===== config.mk =====
export PLATFORM = sky130hd
export DESIGN_NAME = uart_tx_engine
export DESIGN_NICKNAME = d
export VERILOG_FILES = /design/src/rtl/uart_pkg.sv /design/src/rtl/uart_tx_bit_timer.sv /design/src/rtl/uart_tx_engine.sv
export SDC_FILE = /design/constraint.sdc
export NUM_CORES = 1
export LEC_CHECK = 0
export CORE_UTILIZATION = 40
export CTS_CLUSTER_DIAMETER = 100
export DETAILED_ROUTE_END_ITERATION = 12
export PLACE_DENSITY = 0.62
export SYNTH_ARGS = -nofsm -noshare
export SYNTH_HDL_FRONTEND = slang
export SYNTH_SLANG_ARGS = --single-unit

===== constraint.sdc =====
create_clock -name tx_tick -period 6 [get_ports tx_tick]
set_input_delay 1.2 -clock tx_tick [delete_from_list [all_inputs] [get_ports tx_tick]]
set_output_delay 1.2 -clock tx_tick [all_outputs]
set_load 0.01 [all_outputs]

===== src/rtl/uart_pkg.sv =====
// Shared UART definitions: transmit state encoding, parity modes, frame limits.
// The receiver imports the same parity encodings and frame limits.
package uart_pkg;

  localparam int unsigned OVERSAMPLE = 16;
  localparam int unsigned FRAME_MIN  = 5;
  localparam int unsigned FRAME_MAX  = 8;
  localparam int unsigned LEN_W      = 4;

  localparam logic [1:0] PAR_NONE = 2'b00;
  localparam logic [1:0] PAR_ODD  = 2'b10;
  localparam logic [1:0] PAR_EVEN = 2'b11;

  typedef enum logic [2:0] {
    ST_IDLE,
    ST_START,
    ST_DATA,
    ST_PARITY,
    ST_STOP1,
    ST_STOP2,
    ST_DONE
  } tx_state_e;

  // Frame configuration captured when a word is accepted
  typedef struct packed {
    logic [LEN_W-1:0] len;
    logic             stop2;
    logic [1:0]       par;
  } tx_cfg_t;

  // Out-of-range frame lengths snap to the nearest legal value
  function automatic logic [LEN_W-1:0] clamp_len(input logic [LEN_W-1:0] fl);
    if (fl < LEN_W'(FRAME_MIN)) begin
      return LEN_W'(FRAME_MIN);
    end
    if (fl > LEN_W'(FRAME_MAX)) begin
      return LEN_W'(FRAME_MAX);
    end
    return fl;
  endfunction

endpackage


===== src/rtl/uart_tx_bit_timer.sv =====
// Oversample counter for one UART bit period; bit_end_c flags the final tick.
// Held at zero while disabled so every bit period starts from a clean count.
module uart_tx_bit_timer #(
  parameter int unsigned OVERSAMPLE = 16
) (
  input  logic clk,
  input  logic rst_n,
  input  logic en_i,
  output logic bit_end_c
);

  localparam int unsigned CNT_W = (OVERSAMPLE > 1) ? $clog2(OVERSAMPLE) : 1;

  logic [CNT_W-1:0] count_q;
  logic [CNT_W-1:0] count_d;

  always_comb begin : count_next
    count_d   = count_q;
    bit_end_c = en_i && (count_q == CNT_W'(OVERSAMPLE - 1));
    if (!en_i || bit_end_c) begin
      count_d = '0;
    end else begin
      count_d = count_q + CNT_W'(1);
    end
  end

  always_ff @(posedge clk) begin : count_reg
    if (!rst_n) begin
      count_q <= '0;
    end else begin
      count_q <= count_d;
    end
  end

endmodule


===== src/rtl/uart_tx_engine.sv =====
// UART transmit engine: serializes one DATA_WIDTH word as back-to-back frames
// (start, L data bits LSB-first, optional parity, 1-2 stop bits) on TX.
module uart_tx_engine #(
  parameter int unsigned DATA_WIDTH = 32,
  parameter int unsigned OVERSAMPLE = uart_pkg::OVERSAMPLE
) (
  input  logic                  tx_tick,
  input  logic                  PRESETn,
  input  logic [DATA_WIDTH-1:0] tx_data_in,
  input  logic                  tx_valid,
  input  logic [3:0]            frame_length,
  input  logic                  stop_bit,
  input  logic [1:0]            parity,
  output logic                  tx_ready,
  output logic                  TX,
  output logic                  tx_busy,
  output logic                  tx_done
);

  import uart_pkg::*;

  localparam int unsigned FC_W  = $clog2(DATA_WIDTH + 1);
  localparam int unsigned IDX_W = FC_W + LEN_W;
  localparam int unsigned NF5   = (DATA_WIDTH + 4) / 5;
  localparam int unsigned NF6   = (DATA_WIDTH + 5) / 6;
  localparam int unsigned NF7   = (DATA_WIDTH + 6) / 7;
  localparam int unsigned NF8   = (DATA_WIDTH + 7) / 8;

  tx_state_e             state_q, state_d;
  tx_cfg_t               cfg_q, cfg_d;
  logic [DATA_WIDTH-1:0] data_q, data_d;
  logic [FC_W-1:0]       frame_q, frame_d;
  logic [FC_W-1:0]       last_q, last_d;
  logic [LEN_W-1:0]      bit_q, bit_d;
  logic                  par_acc_q, par_acc_d;
  logic                  tx_q, tx_d;
  logic                  tx_ready_q, tx_ready_d;
  logic                  tx_busy_q, tx_busy_d;
  logic                  tx_done_q, tx_done_d;

  logic                  accept_c;
  logic                  timer_en_c;
  logic                  bit_end_c;
  logic [LEN_W-1:0]      len_in_c;
  logic [IDX_W-1:0]      bit_idx_c;
  logic                  data_bit_c;

  // Index of the final frame for a given (already clamped) frame length
  function automatic logic [FC_W-1:0] last_frame(input logic [LEN_W-1:0] len);
    case (len)
      LEN_W'(5): return FC_W'(NF5 - 1);
      LEN_W'(6): return FC_W'(NF6 - 1);
      LEN_W'(7): return FC_W'(NF7 - 1);
      default:   return FC_W'(NF8 - 1);
    endcase
  endfunction

  assign timer_en_c = (state_q != ST_IDLE) && (state_q != ST_DONE);
  assign accept_c   = (state_q == ST_IDLE) && tx_valid && tx_ready_q;
  assign len_in_c   = clamp_len(frame_length);

  uart_tx_bit_timer #(
    .OVERSAMPLE (OVERSAMPLE)
  ) u_bit_timer (
    .clk       (tx_tick),
    .rst_n     (PRESETn),
    .en_i      (timer_en_c),
    .bit_end_c (bit_end_c)
  );

  always_comb begin : fsm_next
    state_d   = state_q;
    cfg_d     = cfg_q;
    data_d    = data_q;
    frame_d   = frame_q;
    last_d    = last_q;
    bit_d     = bit_q;
    par_acc_d = par_acc_q;
    case (state_q)
      ST_IDLE: begin
        if (accept_c) begin
          state_d   = ST_START;
          data_d    = tx_data_in;
          cfg_d.len   = len_in_c;
          cfg_d.stop2 = stop_bit;
          cfg_d.par   = parity;
          last_d    = last_frame(len_in_c);
          frame_d   = '0;
          bit_d     = '0;
          par_acc_d = 1'b0;
        end
      end
      ST_START: begin
        if (bit_end_c) begin
          state_d   = ST_DATA;
          bit_d     = '0;
          par_acc_d = 1'b0;
        end
      end
      ST_DATA: begin
        // tx_q holds the data bit being retired, pads included
        if (bit_end_c) begin
          par_acc_d = par_acc_q ^ tx_q;
          if (bit_q == cfg_q.len - LEN_W'(1)) begin
            bit_d   = '0;
            state_d = cfg_q.par[1] ? ST_PARITY : ST_STOP1;
          end else begin
            bit_d = bit_q + LEN_W'(1);
          end
        end
      end
      ST_PARITY: begin
        if (bit_end_c) begin
          state_d = ST_STOP1;
        end
      end
      ST_STOP1: begin
        if (bit_end_c) begin
          if (cfg_q.stop2) begin
            state_d = ST_STOP2;
          end else if (frame_q == last_q) begin
            state_d = ST_DONE;
          end else begin
            state_d = ST_START;
            frame_d = frame_q + FC_W'(1);
          end
        end
      end
      ST_STOP2: begin
        if (bit_end_c) begin
          if (frame_q == last_q) begin
            state_d = ST_DONE;
          end else begin
            state_d = ST_START;
            frame_d = frame_q + FC_W'(1);
          end
        end
      end
      ST_DONE: begin
        state_d = ST_IDLE;
      end
      default: begin
        state_d = ST_IDLE;
      end
    endcase
  end

  // Word bit for the upcoming data slot; positions past the word send 0
  always_comb begin : data_bit_sel
    bit_idx_c  = IDX_W'(frame_d) * IDX_W'(cfg_q.len) + IDX_W'(bit_d);
    data_bit_c = 1'b0;
    for (int unsigned j = 0; j < DATA_WIDTH; j++) begin
      if (bit_idx_c == IDX_W'(j)) begin
        data_bit_c = data_q[j];
      end
    end
  end

  always_comb begin : out_next
    tx_d       = 1'b1;
    tx_ready_d = (state_d == ST_IDLE);
    tx_busy_d  = (state_d != ST_IDLE);
    tx_done_d  = (state_d == ST_DONE);
    case (state_d)
      ST_START:  tx_d = 1'b0;
      ST_DATA:   tx_d = data_bit_c;
      ST_PARITY: tx_d = (cfg_q.par == PAR_ODD) ? ~par_acc_d : par_acc_d;
      default:   tx_d = 1'b1;
    endcase
  end

  always_ff @(posedge tx_tick) begin : state_reg
    if (!PRESETn) begin
      state_q    <= ST_IDLE;
      cfg_q      <= '0;
      data_q     <= '0;
      frame_q    <= '0;
      last_q     <= '0;
      bit_q      <= '0;
      par_acc_q  <= 1'b0;
      tx_q       <= 1'b1;
      tx_ready_q <= 1'b0;
      tx_busy_q  <= 1'b0;
      tx_done_q  <= 1'b0;
    end else begin
      state_q    <= state_d;
      cfg_q      <= cfg_d;
      data_q     <= data_d;
      frame_q    <= frame_d;
      last_q     <= last_d;
      bit_q      <= bit_d;
      par_acc_q  <= par_acc_d;
      tx_q       <= tx_d;
      tx_ready_q <= tx_ready_d;
      tx_busy_q  <= tx_busy_d;
      tx_done_q  <= tx_done_d;
    end
  end

  assign TX       = tx_q;
  assign tx_ready = tx_ready_q;
  assign tx_busy  = tx_busy_q;
  assign tx_done  = tx_done_q;

endmodule


==> summary.md, run 1 <==
| Metric | Value |
|---|---|
| Outcome | finished clean |
| Layout cell share with drive strength beyond 1 | 0.07909 |
| Placed cell areas | 4781 sq um |
| Mapped Cells | 528 |
| Reg clk slew, reported paths | 80 ps |
| Tcrit/Tclk final | 0.9295 |
| CP peak stage delay | 550 ps |
| Final hold slack | 452.2 ps |
| DR vias/cell | 5.298 |
| Register bit total from synthesis | 64 |
| Diode count | 0 |
| Ys async rst share | 0 |
| Final #Nets | 642 |
| Setup TNS | 0 ps |
| CP Capture Type | flop |
| Count of cell types in the netlist | 62 |
| PnR Total Power | 0.9952 mW |
| Power per cell area | 198.4 nW/um^2 |
| Max Slew Vio Count | 0 |
| DRC Markers | 0 |
| Synth top cells by count | nand2_1 (105), dfxtp_1 (64), a21oi_1 (55) |
| RSZ-0062 raised after global routing | no |
| Clk sinks | 64 |
| Crit Path Category | reg -> reg |
| EDFF count, synth | 0 |
| Cells on worst reg2reg path | 20 |
| Post-DRT Antenna Nets | 0 |
| Max frequency | 179.3 MHz |
| HPWL after DPL | 7050 um |
| M2 GR Usage | 0.2994 |
| Post-CTS setup buffers | 0 |
| H-tree depth | 3 |
| Fillers | 1027 |
| Synth top area share | 0.3046 |
| Synth warn | 0 |
| Leading area contributor after synthesis | dfxtp_1 |
| Routing usage on met1 | 0.2418 |
| Cell Chain, Critical Path | ha_1, and3_1, nand2_1, nor2_1, nor2_1, or2_1, mux2_4, nand2_1, fa_1, fa_1, inv_1, fa_1, ha_1, xor2_2, o21ai_0, a211oi_1, a21oi_1, nor3_1, o21bai_1, o211ai_2 |
| Register-to-register setup slack | 420 ps |
| Port Buffers | 45 |
| Critical Path RT | 6290 ps |
| M3 GR Usage | 0.03431 |
| First drt pass iteration count | 4 |
| Initial antenna violation count | 0 |
| Worst slew margin | 0.4687 |
| Max-cap violations | 0 |
| Leakage | 2.047 nW |
| WHS Path Cells | 2 |
| Part of the Yosys area used for sequential elements | 0.3046 |
| Hold Crit Class | reg -> reg |
| Largest net degree at the start of global routing | 47 |
| Final wirelength | 9627 um |
| Ranking of synthesized cells by area | dfxtp_1 (30%), nand2_1 (9.4%), ha_1 (7.1%) |
| Vias | 3735 |
| Num CTS Buffers | 9 |
| Starting Density | 0.4093 |
| Grt ovf | 0 |
| CTS tree | done |
| Worst Path Max Fanout | 10 |
| IO Pins | 46 |
| Clk Latency, worst-skew pair | 350 ps |
| Buf/Inv on CP | 1 |
| Post-Syn Area | 4207 sq um |
| FP Rows | 37 |
| Skew final | 10.91 ps |
| Minimum clock period | 5577 ps |
| Design area | 5015 sq um |
| Root Driver | clkbuf_8 |
| Family with the most delay on the worst path | adder cells |
| GP Congestion | 0.8265 |
| Top-count cell post-synth | nand2_1 |
| DR iter-0 viols | 197 |
| Final hold vios | 0 |
| Syn_nets | 605 |
| Avg WL per Cell | 13.66 um |
| VDD IR max | 0.1348 mV |
| CP Depth | 20 |
| Global route hottest layer | met2 |
| Worst Path Arrival | 5860 ps |
| Die area | 10930 sq um |
| CP max stage cell | fa_1 |
| Core area | 10280 sq um |
| Clk buf depth | 2 |
| Layout area overhead | 19.21% |
| Crit start category | flop |
| Vias in the first global route | 3497 |
| Final setup viols | 0 |
| Die X | 104.6 um |
| CP most frequent cell | fa_1 |
| Actual slew at the worst max-slew pin | 795.8 ps |
| Primary FF master, synth | dfxtp_1 |
| Mean Syn Cell Area | 7.967 sq um |
| Die extent in y | 104.6 um |
| Gr usage total | 0.1872 |
| First-pass GRT wire length | 16390 um |
[timing repair]
item / CTS / global route
resized for setup: 0 / 2
setup endpoints to repair: 0 / 1
hold buffers: 0 / 0
[stage by stage]
stage / cells / worst slack [ps] / utilization
floorplan: 528 / 680.4 / -
finish: 705 / 422.8 / 0.4879
detailed placement: 690 / 3.246 / 0.4652
CTS: 705 / 327.5 / 0.4865
global placement: 690 / 115.0 / 0.4652
global route: 705 / 2.929 / 0.4879
[worst paths after layout]
path / start / end
worst max register to register: u_bit_timer.count_q[0]$_SDFF_PP0_ / TX$_SDFF_PN1_
worst min-delay path: data_q[11]$_SDFFE_PN0P_ / data_q[11]$_SDFFE_PN0P_
worst max-delay path: u_bit_timer.count_q[0]$_SDFF_PP0_ / TX$_SDFF_PN1_
worst min register to register: data_q[11]$_SDFFE_PN0P_ / data_q[11]$_SDFFE_PN0P_
[power by group]
part	internal [mW]	total, mW	switching [mW]	leakage, nW
combinational	0.0590	0.118	0.0586	1.42
sequential	0.443	0.457	0.0141	0.520
clock	0.243	0.420	0.178	0.108
total	0.745	0.995	0.250	2.05
[layout make-up]
cell class / count / area (sq um) / share of cell area
Sequential cell: 64 / 1281 / 0.2555
Inverter: 28 / 105.1 / 0.02096
Clock buffer: 10 / 137.6 / 0.02745
Multi-Input combinational cell: 407 / 2714 / 0.5412
Tap cell: 136 / 170.2 / 0.03393
Clock inverter: 5 / 81.33 / 0.01622
Timing Repair Buffer: 55 / 525.5 / 0.1048
[state kept, by name, summed over array words and instances, names as in the netlist]
name	cells
cfg_q	7
tx_ready	1
state_q	3
last_q	3
TX	1
tx_done	1
bit_q	4
par_acc_q	1
u_bit_timer.count_q	4
data_q	32
frame_q	6
tx_busy	1
[tightest hold or removal path: stages, from the launching register on]
cell     delay, ps
dfxtp_1        310
nand2_1         50
a21oi_1         50
[routing by layer]
metal  up-vias  part of all wire
met5         -                 0
met4         0             0.026
met3        17             0.041
met2        89              0.46
met1      1726              0.47
li1       1903                 -
[placed cells by master (no fill, tap or decap), types with 3 or more instances in the layout]
cell type        count
a211oi_1             6
a21o_1               3
a21oi_1             55
a311oi_1             3
a31oi_1              7
and2_1              17
and3_1               6
buf_4               10
clkbuf_8            10
clkdlybuf4s50_1     45
dfxtp_1             64
fa_1                11
ha_1                24
inv_1               27
mux2i_1              5
nand2_1            105
nand2b_1            10
nand3_1             12
nand4_1              3
nor2_1              32
nor2b_1              4
nor3_1              11
o21a_1               4
o21ai_0             24
o21bai_1             5
or2_1                3
xnor2_1              5
xor2_1               8
[logic make-up after synthesis]
kind of cell | synth area share
simple gates | 0.2391
compound gates | 0.2020
flops | 0.3046
buf+inv | 0.05532
fa+ha+maj | 0.1237
xor+xnor | 0.03659
mux | 0.03867
(Power assumes the default switching activity.)
==> inputs of run 2 (changes only) <==
CTS_BUF_LIST = sky130_fd_sc_hd__clkbuf_4   (was unset)
==> run 2 against run 1 <==
  * Die area unchanged
  * Global-route usage is essentially flat
  * Combinational power hardly changed
  * Setup slack worse by 18 ps
  * Total power shrank 9.1%
  * Register-to-register slack got worse by 20 ps
  * Clock power decreased by 21%
  * Clock-buffer cell count down 1
  * First-iteration DRC count shrank 9.1%
  * Critical path depth unchanged
==> summary.md, run 2 (synthesis gave the netlist of run 1 again) <==
| Metric | Value |
|---|---|
| Outcome | finished clean |
| Sw frac | 0.2625 (+0.01115) |
| GP Congestion | 0.8265 (unchanged) |
| Reg power frac | 0.505 (+0.046) |
| Port Buffers | 45 (unchanged) |
| Minimum clock period | 5596 ps (+18.37 ps) |
| DR iter-0 viols | 179 (-9.1%) |
| Placed cells | 690 (unchanged) |
| Worst slew margin | 0.4752 (+0.006483) |
| Int Power | 0.6674 mW (-10%) |
| Buf/Inv on CP | 1 (unchanged) |
| DRC Markers | 0 (unchanged) |
| Root Driver | clkbuf_4 |
| Post-DRT Antenna Nets | 0 (unchanged) |
| Commonest non-fill, non-tap cell in the layout | nand2_1 |
| CP most frequent cell | fa_1 |
| Power per cell area | 182.9 nW/um^2 (-7.8%) |
| Clk sinks | 64 (unchanged) |
| Grt ovf | 0 (unchanged) |
| Initial antenna violation count | 0 (unchanged) |
| Post-CTS setup buffers | 0 (unchanged) |
| Cell Chain, Critical Path | ha_1, and3_1, nand2_1, nor2_1, nor2_1, or2_1, mux2_4, nand2_1, fa_1, fa_1, inv_1, fa_1, ha_1, xor2_2, o21ai_0, a211oi_1, a21oi_1, nor3_1, o21bai_1, o211ai_2 |
| Register-to-register setup slack | 400 ps (-20 ps) |
| Clock power share | 0.365 (-0.057) |
| First-pass GRT wire length | 16400 um (about the same) |
| Worst Path Arrival | 5950 ps (+90 ps) |
| DR vias/cell | 5.268 (-0.56%) |
| First drt pass iteration count | 4 (unchanged) |
| Skew final | 15.51 ps (+4.596 ps) |
| Reg clk slew, reported paths | 120 ps (+40 ps) |
| Max reg flops | 32 (unchanged) |
| Final hold vios | 0 (unchanged) |
| Setup TNS | 0 ps (unchanged) |
| FP Rows | 37 (unchanged) |
| Die extent in y | 104.6 um (unchanged) |
| Max-cap violations | 0 (unchanged) |
| Core area | 10280 sq um (unchanged) |
| Combinational share of power | 0.129 (+0.011) |
| Hold Crit Class | reg -> reg |
| Final hold slack | 456.6 ps (+4.374 ps) |
| Non-filler cells, final | 705 (unchanged) |
| Largest net degree at the start of global routing | 47 (unchanged) |
| Avg WL per Cell | 13.59 um (-0.48%) |
| CP peak stage delay | 550 ps (about the same) |
| Worst Path Max Fanout | 10 (unchanged) |
| Crit start category | flop |
| Die X | 104.6 um (unchanged) |
| CP max stage cell | fa_1 |
| Reg with most FFs | data_q |
| H-tree depth | 3 (unchanged) |
| Final wirelength | 9581 um (-0.48%) |
| CTS tree | done |
| Diode count | 0 (unchanged) |
| Final setup viols | 0 (unchanged) |
| Actual slew at the worst max-slew pin | 786.1 ps (-9.711 ps) |
| Clk Latency, worst-skew pair | 420 ps (+70 ps) |
| Crit Path Category | reg -> reg |
| Hold-fix buffers, CTS | 0 (unchanged) |
| Vias | 3714 (-0.56%) |
| Die area | 10930 sq um (unchanged) |
| Num CTS Buffers | 9 (unchanged) |
| Vias in the first global route | 3489 (-0.23%) |
| Layout area overhead | 17.64% |
| Post_cts resized | 0 (unchanged) |
| Critical Path RT | 6360 ps (+70 ps) |
| Clk buf depth | 2 (unchanged) |
| Starting Density | 0.4093 (unchanged) |
| Layout cell share with drive strength beyond 1 | 0.07733 (-0.001757) |
| RSZ-0062 raised after global routing | no |
| Family with the most delay on the worst path | adder cells |
| Max frequency | 178.7 MHz (-0.33%) |
| Tcrit/Tclk final | 0.9326 (+0.003062) |
| CP Capture Type | flop |
| Leakage | 2.018 nW (-1.4%) |
| VDD IR max | 0.1185 mV (-12%) |
| HPWL after DPL | 7050 um (unchanged) |
| Registers with the most flip-flops | data_q: 32 flops, cfg_q: 7 flops, frame_q: 6 flops |
| IO Pins | 46 (unchanged) |
| Final #Nets | 642 (unchanged) |
| Gr usage total | 0.1876 (+0.0004013) |
| Most frequent cells in the layout | nand2_1 (105), dfxtp_1 (64), a21oi_1 (55) |
| Sw power | 0.2376 mW (-5.0%) |
| Max Slew Vio Count | 0 (unchanged) |
## run 2: layout make-up
class,count,area (sq um)
fillers,1034,5329
inverters,28,105.1
repair buffers,55,525.5
clock buffers,9,67.56
multi-input cells,407,2714
well taps,136,170.2
clock inverters,6,85.08
flip-flops and latches,64,1281
## run 2: per-stage QoR
stage / total power, mW / instance area (sq um) / setup WS (ps) / utilization
after floorplan: 0.5307 / 4207 / 680.4 / -
after global placement: 0.5835 / 4781 / 115.0 / 0.4652
after detailed placement: 0.5855 / 4781 / 3.246 / 0.4652
after CTS: 0.9201 / 4933 / 328.8 / 0.4800
after global routing: 0.9514 / 4949 / 4.134 / 0.4815
final: 0.9050 / 4949 / 404.5 / 0.4815
## run 2: path summary, 6_finish.rpt
path,start,endpoint,depth (start not counted)
setup / recovery,u_bit_timer.count_q[0]$_SDFF_PP0_,TX$_SDFF_PN1_,20
hold / removal,data_q[11]$_SDFFE_PN0P_,data_q[11]$_SDFFE_PN0P_,2
setup reg to reg,u_bit_timer.count_q[0]$_SDFF_PP0_,TX$_SDFF_PN1_,20
hold reg to reg,data_q[11]$_SDFFE_PN0P_,data_q[11]$_SDFFE_PN0P_,2
## run 2: worst register-to-register path, cell delays in order (launching register included)
cell	delay, ps
dfxtp_1	380
ha_1	220
and3_1	390
nand2_1	230
nor2_1	310
nor2_1	120
or2_1	240
mux2_4	290
nand2_1	110
fa_1	420
fa_1	550
inv_1	50
fa_1	460
ha_1	450
xor2_2	330
o21ai_0	150
a211oi_1	270
a21oi_1	100
nor3_1	190
o21bai_1	110
o211ai_2	160
## run 2: metal layers
layer / share of wire / up-vias / GRT usage
li1: - / 1907 / -
met1: 0.47 / 1704 / 0.2442
met2: 0.46 / 85 / 0.2980
met3: 0.035 / 18 / 0.03431
met4: 0.027 / 0 / 0.09184
met5: 0 / - / 0
## run 2: power groups by stage
stage	combinational, mW	clock (mW)	sequential, mW
2_1_floorplan	0.0701	0	0.461
3_3_place_gp	0.117	0	0.467
3_5_place_dp	0.118	0	0.467
4_1_cts	0.119	0.344	0.458
5_1_grt	0.131	0.360	0.460
6_report	0.117	0.330	0.457
